===== src/rtl/pp_buf_drain.sv =====
// Reader side of a two-bank ping-pong buffer: drains each full bank of a sync
// dual-port RAM onto a valid/ready byte stream and hands the bank back via r_done.
module pp_buf_drain #(
    parameter int DATA_W = 8,
    parameter int ADDR_W = 4,
    parameter int DEPTH  = 2
) (
    input  logic              clk,
    input  logic              rst,
    input  logic [1:0]        status_vld,
    input  logic [DATA_W-1:0] r_data,
    output logic              r_en,
    output logic [ADDR_W-1:0] r_addr,
    output logic [DATA_W-1:0] dout,
    output logic              dout_vld,
    input  logic              dout_rdy,
    output logic [1:0]        r_done,
    output logic              busy,
    output logic              error
);
    localparam int CNT_W = (DEPTH > 1) ? $clog2(DEPTH) : 1;

    localparam logic [2:0] S_IDLE  = 3'd0;
    localparam logic [2:0] S_FETCH = 3'd1;
    localparam logic [2:0] S_CAPT  = 3'd2;
    localparam logic [2:0] S_HOLD  = 3'd3;
    localparam logic [2:0] S_DONE  = 3'd4;

    logic [2:0]        state_q, state_d;
    logic              cur_bank_q, cur_bank_d;
    logic              next_bank_q, next_bank_d;
    logic [CNT_W-1:0]  word_cnt_q, word_cnt_d;
    logic [1:0]        clr_wait_q, clr_wait_d;
    logic [DATA_W-1:0] dout_q, dout_d;
    logic              dout_vld_q, dout_vld_d;
    logic              err_q, err_d;
    logic              err_seen_q, err_seen_d;
    logic [1:0]        status_prev_q;

    logic [1:0]        eligible;
    logic              in_drain;
    logic              viol;
    logic [ADDR_W-1:0] addr;

    assign eligible = status_vld & ~clr_wait_q;
    assign in_drain = (state_q == S_FETCH) || (state_q == S_CAPT) || (state_q == S_HOLD);
    // Writer pulling the bank we are draining is flagged once per drain only.
    assign viol     = in_drain && !status_vld[cur_bank_q] && !err_seen_q;
    assign addr     = (cur_bank_q ? ADDR_W'(DEPTH) : '0) + ADDR_W'(word_cnt_q);

    always_comb begin
        state_d     = state_q;
        cur_bank_d  = cur_bank_q;
        next_bank_d = next_bank_q;
        word_cnt_d  = word_cnt_q;
        dout_d      = dout_q;
        dout_vld_d  = dout_vld_q;
        err_seen_d  = err_seen_q | viol;
        err_d       = viol || (status_vld == 2'b11 && status_prev_q == 2'b00);
        // A bank stays masked after its drain until the writer is seen to let go.
        clr_wait_d  = clr_wait_q & status_vld;

        case (state_q)
            S_IDLE: begin
                if (eligible[next_bank_q] || eligible[~next_bank_q]) begin
                    cur_bank_d = eligible[next_bank_q] ? next_bank_q : ~next_bank_q;
                    word_cnt_d = '0;
                    err_seen_d = 1'b0;
                    state_d    = S_FETCH;
                end
            end
            S_FETCH: state_d = S_CAPT;
            S_CAPT: begin
                dout_d     = r_data;
                dout_vld_d = 1'b1;
                state_d    = S_HOLD;
            end
            S_HOLD: begin
                if (dout_rdy) begin
                    dout_vld_d = 1'b0;
                    if (word_cnt_q == CNT_W'(DEPTH - 1)) begin
                        state_d = S_DONE;
                    end else begin
                        word_cnt_d = word_cnt_q + 1'b1;
                        state_d    = S_FETCH;
                    end
                end
            end
            S_DONE: begin
                clr_wait_d[cur_bank_q] = 1'b1;
                next_bank_d            = ~cur_bank_q;
                state_d                = S_IDLE;
            end
            default: state_d = S_IDLE;
        endcase
    end

    always_ff @(posedge clk or posedge rst) begin
        if (rst) begin
            state_q       <= S_IDLE;
            cur_bank_q    <= 1'b0;
            next_bank_q   <= 1'b0;
            word_cnt_q    <= '0;
            clr_wait_q    <= 2'b00;
            dout_q        <= '0;
            dout_vld_q    <= 1'b0;
            err_q         <= 1'b0;
            err_seen_q    <= 1'b0;
            status_prev_q <= 2'b00;
        end else begin
            state_q       <= state_d;
            cur_bank_q    <= cur_bank_d;
            next_bank_q   <= next_bank_d;
            word_cnt_q    <= word_cnt_d;
            clr_wait_q    <= clr_wait_d;
            dout_q        <= dout_d;
            dout_vld_q    <= dout_vld_d;
            err_q         <= err_d;
            err_seen_q    <= err_seen_d;
            status_prev_q <= status_vld;
        end
    end

    assign r_en     = (state_q == S_FETCH);
    assign r_addr   = r_en ? addr : '0;
    assign dout     = dout_q;
    assign dout_vld = dout_vld_q;
    assign r_done   = (state_q == S_DONE) ? (cur_bank_q ? 2'b10 : 2'b01) : 2'b00;
    assign busy     = (state_q != S_IDLE);
    assign error    = err_q;

endmodule


===== config.mk =====
export PLATFORM = sky130hd
export DESIGN_NAME = pp_buf_drain
export DESIGN_NICKNAME = d
export VERILOG_FILES = /design/src/rtl/pp_buf_drain.sv
export SDC_FILE = /design/constraint.sdc
export NUM_CORES = 1
export LEC_CHECK = 0
export ABC_AREA = 1
export CORE_MARGIN = 3
export CORE_UTILIZATION = 44
export CTS_CLUSTER_SIZE = 16
export DETAILED_ROUTE_END_ITERATION = 10
export PLACE_DENSITY = 0.85
export SETUP_SLACK_MARGIN = 0.2
export SLEW_MARGIN = 5
export SYNTH_ARGS = -nofsm -noshare
export SYNTH_HDL_FRONTEND = slang
export SYNTH_SLANG_ARGS = --single-unit

===== constraint.sdc =====
create_clock -name clk -period 1.3 [get_ports clk]
set_clock_uncertainty 0.15 [all_clocks]
set_input_delay 0.26 -clock clk [delete_from_list [all_inputs] [get_ports clk]]
set_output_delay 0.26 -clock clk [all_outputs]
set_load 0.01 [all_outputs]

* Word level (Yosys, flattened, before mapping)
Cells that the tools add are included.
** Word-level totals
- Memories :: 0
- Memory bits (writable) :: 0
- Bits in registers :: 21
- ROM bits :: 0
- Output and inout bits :: 18
- Latch bits :: 0
** Operators by class
- Order comparisons :: 4
- Bitwise operators :: 7
- Reductions and logical operators :: 19
- Multiply operators :: 0
- Add/subtract/negate cells :: 2
- Div/mod/pow operators :: 0
- Shifts and indexed selects :: 0
- Eq/ne operators :: 7
- Muxes and demuxes :: 26
** Operators with widths (number)
- $mux 1 :: 14
- $mux 3 :: 4
- $pmux 3 s4 :: 1
- $mux 2 :: 4
- $eq 3x2->1 const B :: 2
- $lt 1x2->1 const B :: 3
- $reduce_and 2->1 :: 3
- $and 2x2->2 :: 2
- $logic_and 1x1->1 :: 4
- $logic_or 1x1->1 :: 4
- $ne 2x2->1 const B :: 2
- $pmux 1 s2 :: 2
- $reduce_bool 2->1 :: 2
- $add 2x1->3 :: 1
- $eq 3x1->1 const B :: 1
- $eq 3x3->1 const B :: 1
- $logic_not 3->1 :: 1
- $reduce_and 3->1 :: 1
- $reduce_bool 3->1 :: 1
- $eq 2x2->1 const B :: 1
- $logic_not 1->1 :: 2
- $logic_not 2->1 :: 1
- $not 1->1 :: 2
- $not 2->2 :: 1
- 5 further kinds :: 5

* Logic depth before layout (Yosys ltp)
Gate-level depths: netlist of the first run.
- Word-level depth :: 8
- Depth in mapped cells :: 7
- Gate-level depth less buffers :: 7

* Least setup slack after synthesis of the first run
Ideal clock, no wire load.
- Path kind :: flip-flop to output port
- Start :: reg state_q[1]
- End :: out r_addr[0]
- Data arrival time :: 0.812 ns
- Setup slack :: 0.078 ns
- Required time :: 0.890 ns
- Cell stages (with the launch flop) :: 4
- Buffers on the path :: 0
- Cells stage by stage :: dfrtp_1 > inv_1 > nand3_1 > nor2_1
** On the way
- Longest elaborated chain between the ends :: 2
** Ends and longest elaborated chain
- from (decl) :: line 29 : logic [2:0] state_q, state_d;
- from (signal assigned) :: line 111 : state_q <= state_d;
- $eq 3x1->1 :: line 124 : assign r_en = (state_q == S_FETCH);
- $mux 3 :: line 125 : assign r_addr = r_en ? addr : '0;
- to (decl) :: line 13 : output logic [ADDR_W-1:0] r_addr,
Every way passes these cells.

* Worst setup path after layout of the first run
- Start :: reg state_q[0]
- End :: out r_done[1]
** On the way
- Longest elaborated chain between the ends :: 2
** Ends and longest elaborated chain
- $eq 3x3->1 :: line 128 : assign r_done = (state_q == S_DONE) ? (cur_bank_q ? 2'b10 : 2'b01) : 2'b00;
- $mux 2 :: line 128
- to (decl) :: line 17 : output logic [1:0] r_done,
Every way passes these cells.

==> impl_results.html, run 1 <==
<table>
<tr><th>Metric</th><th>Value</th></tr>
<tr><th colspan="2">Worst setup path</th></tr>
<tr><td>Arrival time of data at the critical path endpoint</td><td>1.24 ns</td></tr>
<tr><td>Most repeated library cell on the critical path</td><td>sky130_fd_sc_hd__buf_6</td></tr>
<tr><td>Kind of start point of the critical path</td><td>flip-flop</td></tr>
<tr><td>Source of the worst register-to-register timing path</td><td>state_q[0]</td></tr>
<tr><td>Terminus of the critical flop-to-flop path</td><td>clr_wait_q[1]</td></tr>
<tr><td>Crit-path max FO</td><td>3</td></tr>
<tr><td>Required arrival time at the worst endpoint</td><td>0.89 ns</td></tr>
<tr><td>Setup slack of the worst register-to-register path</td><td>-0.12 ns</td></tr>
<tr><td>Crit path capture</td><td>r_done[1]</td></tr>
<tr><td>Kind of critical path</td><td>reg -&gt; out</td></tr>
<tr><td>Slowest cell on crit path</td><td>sky130_fd_sc_hd__dfrtp_1</td></tr>
<tr><td>Worst path max stage delay</td><td>0.41 ns</td></tr>
<tr><td>Critical path startpoint</td><td>state_q[0]</td></tr>
<tr><td>Cell-by-cell trace of the critical path</td><td>buf_6, inv_6, nand3_4, nor2_4, buf_6</td></tr>
<tr><td>Critical path capture point type</td><td>output pin</td></tr>
<tr><td>Path depth of the worst reg2reg path</td><td>7</td></tr>
<tr><th colspan="2">Synthesis</th></tr>
<tr><td>Proportion of synthesized chip area in sequential cells</td><td>54.8%</td></tr>
<tr><td>Xor-xnor portion of the synthesized cell area</td><td>0%</td></tr>
<tr><td>Post-synthesis sequential element count</td><td>21</td></tr>
<tr><td>Syn Inst Count</td><td>111</td></tr>
<tr><td>Syn avg cell area</td><td>8.63 um2</td></tr>
<tr><td>Area of the mapped netlist</td><td>958 um2</td></tr>
<tr><td>Synth Area in Simple Gates</td><td>22.1%</td></tr>
<tr><td>Synthesis warning total</td><td>0</td></tr>
<tr><td>Combinational family with the most area after synthesis</td><td>simple AND/OR/NAND/NOR gates</td></tr>
<tr><td>Area fraction in compound gates after synthesis</td><td>10.2%</td></tr>
<tr><td>Area share of fa/ha/maj cells after synthesis</td><td>0%</td></tr>
<tr><td>Distinct cell type count of the synthesized netlist</td><td>17</td></tr>
<tr><td>Multiplexer share of the synthesized area</td><td>0%</td></tr>
<tr><th colspan="2">Placement</th></tr>
<tr><td>RD Place Congestion</td><td>0.745</td></tr>
<tr><td>Dpl ws</td><td>-0.399 ns</td></tr>
<tr><td>Port Buffers</td><td>28</td></tr>
<tr><td>Sum of net half-perimeters after detailed placement</td><td>1.62 mm</td></tr>
<tr><td>Area of placed instances</td><td>1370 um2</td></tr>
<tr><th colspan="2">Power</th></tr>
<tr><td>Leak</td><td>0.000840 uW</td></tr>
<tr><td>Power per Cell Area</td><td>2180 nW/um2</td></tr>
<tr><td>Worst VDD drop</td><td>0.00179 V</td></tr>
<tr><th colspan="2">Clocking</th></tr>
<tr><td>Clk Tree Root Cell</td><td>sky130_fd_sc_hd__clkbuf_4</td></tr>
<tr><td>Number of CTS-inserted buffers</td><td>3</td></tr>
<tr><td>Clock latency on the worst-skew pair</td><td>0.31 ns</td></tr>
<tr><td>Clock net sink count</td><td>21</td></tr>
<tr><td>Clock input transition at the sequential cells of the worst setup and hold paths</td><td>0.12 ns</td></tr>
<tr><td>Total number of H-tree levels</td><td>1</td></tr>
<tr><td>Clock tree from TritonCTS</td><td>yes</td></tr>
<tr><td>Number of buffers on the longest clock path</td><td>2</td></tr>
<tr><th colspan="2">Job</th></tr>
<tr><td>Number of violations of the max-capacitance limit</td><td>0</td></tr>
<tr><th colspan="2">Timing</th></tr>
<tr><td>Final hold violation count</td><td>0</td></tr>
<tr><td>Final worst path period share</td><td>127%</td></tr>
<tr><td>Worst setup slack after layout</td><td>-0.350 ns</td></tr>
<tr><td>Min Tclk post-route</td><td>1.65 ns</td></tr>
<tr><td>Fin Setup TNS</td><td>-2.93 ns</td></tr>
<tr><td>RSZ-0062 raised after global routing</td><td>yes</td></tr>
<tr><td>Final number of setup-violating endpoints</td><td>22</td></tr>
<tr><td>Final Max Tran Viols</td><td>0</td></tr>
<tr><td>Fmax</td><td>606 MHz</td></tr>
<tr><th colspan="2">Drt</th></tr>
<tr><td>Remaining design rule violation count</td><td>0</td></tr>
<tr><td>Average routed wire per standard cell</td><td>13.7 um</td></tr>
<tr><td>1st-iter DRT viols</td><td>8</td></tr>
<tr><td>Final wirelength</td><td>2.67 mm</td></tr>
<tr><td>DRT Pass-1 Iters</td><td>4</td></tr>
<tr><td>Via-to-Cell Ratio</td><td>4.95</td></tr>
<tr><td>Antenna violation net count after detailed routing</td><td>0</td></tr>
<tr><td>Total via count after detailed routing</td><td>965</td></tr>
<tr><th colspan="2">GRT</th></tr>
<tr><td>Antenna violations before repair</td><td>0</td></tr>
<tr><td>Global-route wire length before repair</td><td>4.31 mm</td></tr>
<tr><td>Maximum number of pins on one net before global-route repair</td><td>22</td></tr>
<tr><td>Total global-route track usage</td><td>21.7%</td></tr>
<tr><td>Leftover overflow at the end of global routing</td><td>0</td></tr>
<tr><td>Via count of the first global-routing pass</td><td>1011</td></tr>
<tr><th colspan="2">Layout</th></tr>
<tr><td>Total Nets Final</td><td>182</td></tr>
<tr><td>Number of inserted filler cells in the final layout</td><td>120</td></tr>
<tr><td>Layout Cell Area excl Fill</td><td>1610 um2</td></tr>
<tr><td>Leading cell type in the layout, fill and taps excluded</td><td>sky130_fd_sc_hd__nand2_1</td></tr>
<tr><td>Fraction of layout instances using a drive strength above 1</td><td>49.4%</td></tr>
<tr><td># diodes</td><td>0</td></tr>
<tr><td>Signed area change from the synthesized netlist to the final layout</td><td>67.6%</td></tr>
<tr><td>Utilization of the core after routing</td><td>80.3%</td></tr>
<tr><td>Most frequent cells in the layout</td><td>sky130_fd_sc_hd__nand2_1, sky130_fd_sc_hd__dfrtp_1, sky130_fd_sc_hd__inv_1, sky130_fd_sc_hd__buf_4</td></tr>
<tr><th colspan="2">Die</th></tr>
<tr><td>Number of rows created at floorplan</td><td>16</td></tr>
<tr><td>Width of the chip</td><td>52.7 um</td></tr>
<tr><td>Total I/O pin count</td><td>31</td></tr>
<tr><td>Initial core utilization</td><td>47.9%</td></tr>
<tr><td>Floorplan core area</td><td>2000 um2</td></tr>
<tr><td>Die Height</td><td>52.7 um</td></tr>
<tr><td>Die area</td><td>2770 um2</td></tr>
<tr><th colspan="2">Status</th></tr>
<tr><td>Outcome</td><td>complete, but fails checks</td></tr>
<tr><td>Violated checks</td><td>negative setup slack</td></tr>
<tr><th colspan="2">Min path</th></tr>
<tr><td>Worst hold path class</td><td>in -&gt; async</td></tr>
</table>
==> kinds of logic (layout without fill, tap and decap cells) <==
logic type             count (synthesis)  after routing
and+or+nand+nor                       48             51
AOI/OAI and AO/OA                     13             13
buffers and inverters                 28             81
other                                  1              2
DFF                                   21             21
==> power by group <==
group / total (uW) / internal, uW / switching [uW]
clock network: 325 / 115 / 210
logic: 2130 / 959 / 1170
registers: 1050 / 912 / 140
==> state kept, by name, summed over array words and instances (netlist names) <==
signal	flops
word_cnt_q	1
next_bank_q	1
cur_bank_q	1
clr_wait_q	2
state_q	3
err_seen_q	1
status_prev_q	2
dout_vld	1
dout	8
error	1
==> cells in the mapped netlist <==
master                     count  area [um2]
sky130_fd_sc_hd__a21oi_1       1        5.00
sky130_fd_sc_hd__buf_4         2        15.0
sky130_fd_sc_hd__buf_6         1        11.3
sky130_fd_sc_hd__conb_1        1        3.75
sky130_fd_sc_hd__dfrtp_1      21         526
sky130_fd_sc_hd__inv_1        23        86.3
sky130_fd_sc_hd__inv_2         2        7.51
sky130_fd_sc_hd__nand2_1      33         124
sky130_fd_sc_hd__nand3_1       4        20.0
sky130_fd_sc_hd__nand3_2       1        10.0
sky130_fd_sc_hd__nand3_4       1        17.5
sky130_fd_sc_hd__nand3b_1      1        7.51
sky130_fd_sc_hd__nor2_1        7        26.3
sky130_fd_sc_hd__nor2_2        1        6.26
sky130_fd_sc_hd__o21ai_0       2        10.0
sky130_fd_sc_hd__o21ai_2       8        70.1
sky130_fd_sc_hd__o22ai_1       2        12.5
==> metrics by stage <==
stage	hold WS, ns	std cells	power, uW
6_report	0.102	195	3510
5_1_grt	0.106	195	3750
4_1_cts	0.0976	192	3390
3_5_place_dp	0.317	176	2630
3_3_place_gp	0.294	176	2550
2_1_floorplan	0.0865	112	1920
==> timing repair <==
action,in CTS,in global routing
setup buffers,9,3
gates resized for setup,94,8
endpoints found under the setup margin,35,35
cloned,3,0
hold buffers,0,0
pin swaps,11,3
==> metal layers <==
| metal | wire (um) | share of wire, % | vias up | track usage, % |
|---|---|---|---|---|
| met5 | 0 | 0 | - | 0 |
| met3 | 145 | 5.4 | 4 | 5.13 |
| met1 | 971 | 36 | 473 | 22.4 |
| met4 | 31 | 1.2 | 0 | 7.66 |
| met2 | 1520 | 57 | 36 | 41.5 |
| li1 | - | - | 452 | - |
==> worst min-delay path by stage <==
stage                     cells after the start          endpoint  slack [ns]  startpoint
after floorplan                               1     clr_wait_q[0]        0.09         rst
after global placement                        1             error        0.29  err_seen_q
after detailed placement                      2          dout_vld        0.32    dout_vld
after CTS                                     3  status_prev_q[1]         0.1         rst
after global routing                          3  status_prev_q[1]        0.11         rst
final                                         3  status_prev_q[1]        0.10         rst
==> final cells by class <==
type                    instances  area, um2  area share (%)
flip-flops and latches         21        526            32.7
multi-input cells              66        472            29.4
repair buffers                 52        449            28.0
inverters                      25       98.8            6.15
well taps                      27       33.8            2.10
clock buffers                   3       22.5            1.40
clock inverters                 1       5.00           0.312
==> critical path, delay by kind of cell (launching register included) <==
| family | cells | cell delay, ns |
|---|---|---|
| buffers and inverters | 3 | 0.30 |
| DFF | 1 | 0.41 |
| and+or+nand+nor | 2 | 0.23 |
No activity file was read; power rests on OpenSTA's default activity.
==> inputs of run 2 (changes only) <==
--- a/config.mk
+++ b/config.mk
@@ -10,8 +10,9 @@
 export CORE_UTILIZATION = 44
 export CTS_CLUSTER_SIZE = 16
 export DETAILED_ROUTE_END_ITERATION = 10
-export PLACE_DENSITY = 0.85
+export PLACE_DENSITY = 0.77
 export SETUP_SLACK_MARGIN = 0.2
+export SKIP_LAST_GASP = 1
 export SLEW_MARGIN = 5
 export SYNTH_ARGS = -nofsm -noshare
 export SYNTH_HDL_FRONTEND = slang
==> run 2 against run 1 <==
Net effect: the run still ends with negative setup slack left; global-route usage shrank 1.3 points; routed wire length grew 4.5%; worst setup slack gained 0.012 ns; final cell count shrank 0.51%; sequential share of layout area grew 0.36 points; utilization shrank 0.88 points; hold slack lost 0.0076 ns; count of clock-buffer cells in the layout is the same; largest cell class unchanged; power grew 2.0%; critical path depth is the same; sequential power is essentially flat.
==> impl_results.html, run 2 (synthesis gave the netlist of run 1 again) <==
<table>
<tr><th>Metric</th><th>Value</th></tr>
<tr><th colspan="2">Status</th></tr>
<tr><td>Outcome</td><td>complete, but fails checks (unchanged)</td></tr>
<tr><td>Violated checks</td><td>negative setup slack (unchanged)</td></tr>
<tr><th colspan="2">Worst setup path</th></tr>
<tr><td>Cell-by-cell trace of the critical path</td><td>inv_2, nand2_2, nor2_4, inv_2, buf_6 (was buf_6, inv_6, nand3_4, nor2_4, buf_6)</td></tr>
<tr><td>Kind of critical path</td><td>reg -&gt; out (unchanged)</td></tr>
<tr><td>Crit-path max FO</td><td>4 (was 3)</td></tr>
<tr><td>Arrival time of data at the critical path endpoint</td><td>1.23 ns (was 1.24 ns)</td></tr>
<tr><td>Setup slack of the worst register-to-register path</td><td>-0.13 ns (was -0.12 ns)</td></tr>
<tr><td>Slowest cell on crit path</td><td>sky130_fd_sc_hd__dfrtp_1 (unchanged)</td></tr>
<tr><td>Critical path capture point type</td><td>output pin (unchanged)</td></tr>
<tr><td>Worst path max stage delay</td><td>0.42 ns (was 0.41 ns)</td></tr>
<tr><td>Most repeated library cell on the critical path</td><td>sky130_fd_sc_hd__inv_2 (was sky130_fd_sc_hd__buf_6)</td></tr>
<tr><td>Kind of start point of the critical path</td><td>flip-flop (unchanged)</td></tr>
<tr><td>Source of the worst register-to-register timing path</td><td>state_q[0] (unchanged)</td></tr>
<tr><td>Path depth of the worst reg2reg path</td><td>8 (was 7)</td></tr>
<tr><td>Required arrival time at the worst endpoint</td><td>0.89 ns (about the same)</td></tr>
<tr><td>Terminus of the critical flop-to-flop path</td><td>dout_vld (was clr_wait_q[1])</td></tr>
<tr><th colspan="2">GRT</th></tr>
<tr><td>Via count of the first global-routing pass</td><td>921 (was 1011)</td></tr>
<tr><td>Maximum number of pins on one net before global-route repair</td><td>22 (unchanged)</td></tr>
<tr><td>Leftover overflow at the end of global routing</td><td>0 (unchanged)</td></tr>
<tr><td>Antenna violations before repair</td><td>0 (unchanged)</td></tr>
<tr><td>Global-route wire length before repair</td><td>4.06 mm (was 4.31 mm)</td></tr>
<tr><td>Total global-route track usage</td><td>20.4% (was 21.7%)</td></tr>
<tr><th colspan="2">Placement</th></tr>
<tr><td># placed instances</td><td>177 (was 176)</td></tr>
<tr><td>RD Place Congestion</td><td>0.781 (was 0.745)</td></tr>
<tr><td>Area of placed instances</td><td>1380 um2 (was 1370 um2)</td></tr>
<tr><td>Port Buffers</td><td>28 (unchanged)</td></tr>
<tr><td>Sum of net half-perimeters after detailed placement</td><td>1.55 mm (was 1.62 mm)</td></tr>
<tr><th colspan="2">Drt</th></tr>
<tr><td>Final wirelength</td><td>2.79 mm (was 2.67 mm)</td></tr>
<tr><td>Total via count after detailed routing</td><td>923 (was 965)</td></tr>
<tr><td>Via-to-Cell Ratio</td><td>4.76 (was 4.95)</td></tr>
<tr><td>Remaining design rule violation count</td><td>0 (unchanged)</td></tr>
<tr><td>1st-iter DRT viols</td><td>20 (was 8)</td></tr>
<tr><td>Antenna violation net count after detailed routing</td><td>0 (unchanged)</td></tr>
<tr><td>DRT Pass-1 Iters</td><td>4 (unchanged)</td></tr>
<tr><td>Average routed wire per standard cell</td><td>14.4 um (was 13.7 um)</td></tr>
<tr><th colspan="2">Timing</th></tr>
<tr><td>Worst setup slack after layout</td><td>-0.338 ns (was -0.350 ns)</td></tr>
<tr><td>Final number of setup-violating endpoints</td><td>22 (unchanged)</td></tr>
<tr><td>Final worst path period share</td><td>126% (was 127%)</td></tr>
<tr><td>Min Tclk post-route</td><td>1.64 ns (was 1.65 ns)</td></tr>
<tr><td>Fmax</td><td>611 MHz (was 606 MHz)</td></tr>
<tr><td>Final hold violation count</td><td>0 (unchanged)</td></tr>
<tr><td>Hold_ws</td><td>0.0942 ns (was 0.102 ns)</td></tr>
<tr><td>Final Max Tran Viols</td><td>0 (unchanged)</td></tr>
<tr><td>RSZ-0062 raised after global routing</td><td>yes (unchanged)</td></tr>
<tr><th colspan="2">Layout</th></tr>
<tr><td>Layout Cell Area excl Fill</td><td>1590 um2 (was 1610 um2)</td></tr>
<tr><td>Fraction of layout instances using a drive strength above 1</td><td>50.3% (was 49.4%)</td></tr>
<tr><td>Final standard cell count with taps included and fillers excluded</td><td>194 (was 195)</td></tr>
<tr><td>Number of inserted filler cells in the final layout</td><td>133 (was 120)</td></tr>
<tr><td>Largest register FFs</td><td>8 (unchanged)</td></tr>
<tr><td># diodes</td><td>0 (unchanged)</td></tr>
<tr><td>Most frequent cells in the layout</td><td>sky130_fd_sc_hd__nand2_1, sky130_fd_sc_hd__dfrtp_1, sky130_fd_sc_hd__inv_1, sky130_fd_sc_hd__buf_4 (unchanged)</td></tr>
<tr><td>Signed area change from the synthesized netlist to the final layout</td><td>65.8% (was 67.6%)</td></tr>
<tr><td>Total Nets Final</td><td>181 (was 182)</td></tr>
<tr><th colspan="2">Power</th></tr>
<tr><td>Worst VDD drop</td><td>0.00160 V (was 0.00179 V)</td></tr>
<tr><td>Power per Cell Area</td><td>2250 nW/um2 (was 2180 nW/um2)</td></tr>
<tr><td>Leak</td><td>0.000837 uW (was 0.000840 uW)</td></tr>
<tr><th colspan="2">Die</th></tr>
<tr><td>Die Height</td><td>52.7 um (unchanged)</td></tr>
<tr><td>Width of the chip</td><td>52.7 um (unchanged)</td></tr>
<tr><td>Die area</td><td>2770 um2 (unchanged)</td></tr>
<tr><td>Total I/O pin count</td><td>31 (unchanged)</td></tr>
<tr><td>Number of rows created at floorplan</td><td>16 (unchanged)</td></tr>
<tr><td>Initial core utilization</td><td>47.9% (unchanged)</td></tr>
<tr><td>Floorplan core area</td><td>2000 um2 (unchanged)</td></tr>
<tr><th colspan="2">Job</th></tr>
<tr><td>Number of violations of the max-capacitance limit</td><td>0 (unchanged)</td></tr>
<tr><th colspan="2">Clocking</th></tr>
<tr><td>Total number of H-tree levels</td><td>1 (unchanged)</td></tr>
<tr><td>Clock input transition at the sequential cells of the worst setup and hold paths</td><td>0.13 ns (was 0.12 ns)</td></tr>
<tr><td>Clock tree from TritonCTS</td><td>yes (unchanged)</td></tr>
<tr><td>Number of CTS-inserted buffers</td><td>3 (unchanged)</td></tr>
<tr><td>Clock net sink count</td><td>21 (unchanged)</td></tr>
<tr><td>Clk Tree Root Cell</td><td>sky130_fd_sc_hd__clkbuf_4 (unchanged)</td></tr>
<tr><td>Number of buffers on the longest clock path</td><td>2 (unchanged)</td></tr>
<tr><td>Clock latency on the worst-skew pair</td><td>0.31 ns (about the same)</td></tr>
<tr><th colspan="2">Min path</th></tr>
<tr><td>Worst hold path class</td><td>in -&gt; async (unchanged)</td></tr>
</table>
==> run 2: what timing repair did <==
item / 4_1_cts / 5_1_grt
cloned: 2 / 1
hold buffers: 0 / 0
buffers inserted: 7 / 3
endpoints found under the setup margin: 35 / 35
pin swaps: 5 / 8
resized for setup: 82 / 19
==> run 2: stage by stage <==
stage	util [%]	TNS, ns	worst slack, ns	power, uW
after floorplan	-	0	0.105	1920
after global placement	68.7	-2.38	-0.345	2600
after detailed placement	68.7	-2.70	-0.397	2660
after CTS	73.8	-1.88	-0.303	3190
after global routing	79.4	-4.72	-0.394	3820
final	79.4	-3.30	-0.338	3580
==> run 2: cell type report <==
type	count	area, um2	share of cell area, %
clock inverters	1	5.00	0.315
well taps	27	33.8	2.13
multi-input cells	66	472	29.7
flip-flops and latches	21	526	33.1
inverters	25	93.8	5.91
repair buffers	51	437	27.5
clock buffers	3	22.5	1.42
==> run 2: power breakdown <==
group          switching, uW  internal (uW)
registers                171            913
logic                   1160            995
clock network            221            115
total                   1550           2020
==> run 2: worst max-delay path by stage <==
stage	from	end	slack [ns]	cells past startpoint
after floorplan	state_q[1]	r_addr[0]	0.11	3
after global placement	state_q[2]	r_addr[0]	-0.34	4
after detailed placement	state_q[2]	r_addr[0]	-0.40	4
after CTS	state_q[2]	busy	-0.30	5
after global routing	state_q[0]	busy	-0.39	5
final	state_q[2]	busy	-0.34	5
==> run 2: worst max-delay path, delay by kind of cell (launching register included) <==
family,cells,cell delay [ns]
buffers and inverters,3,0.28
AND/OR/NAND/NOR,2,0.21
flip-flops,1,0.42
==> run 2: routing by layer <==
layer  global-route usage (%)  vias to the layer above  part of all wire, %
met5                        0                        -                    0
met4                     5.96                        0                  1.4
met3                     4.27                        5                  4.5
met2                     37.0                       30                   54
met1                     23.9                      434                   40
li1                         -                      454                    -
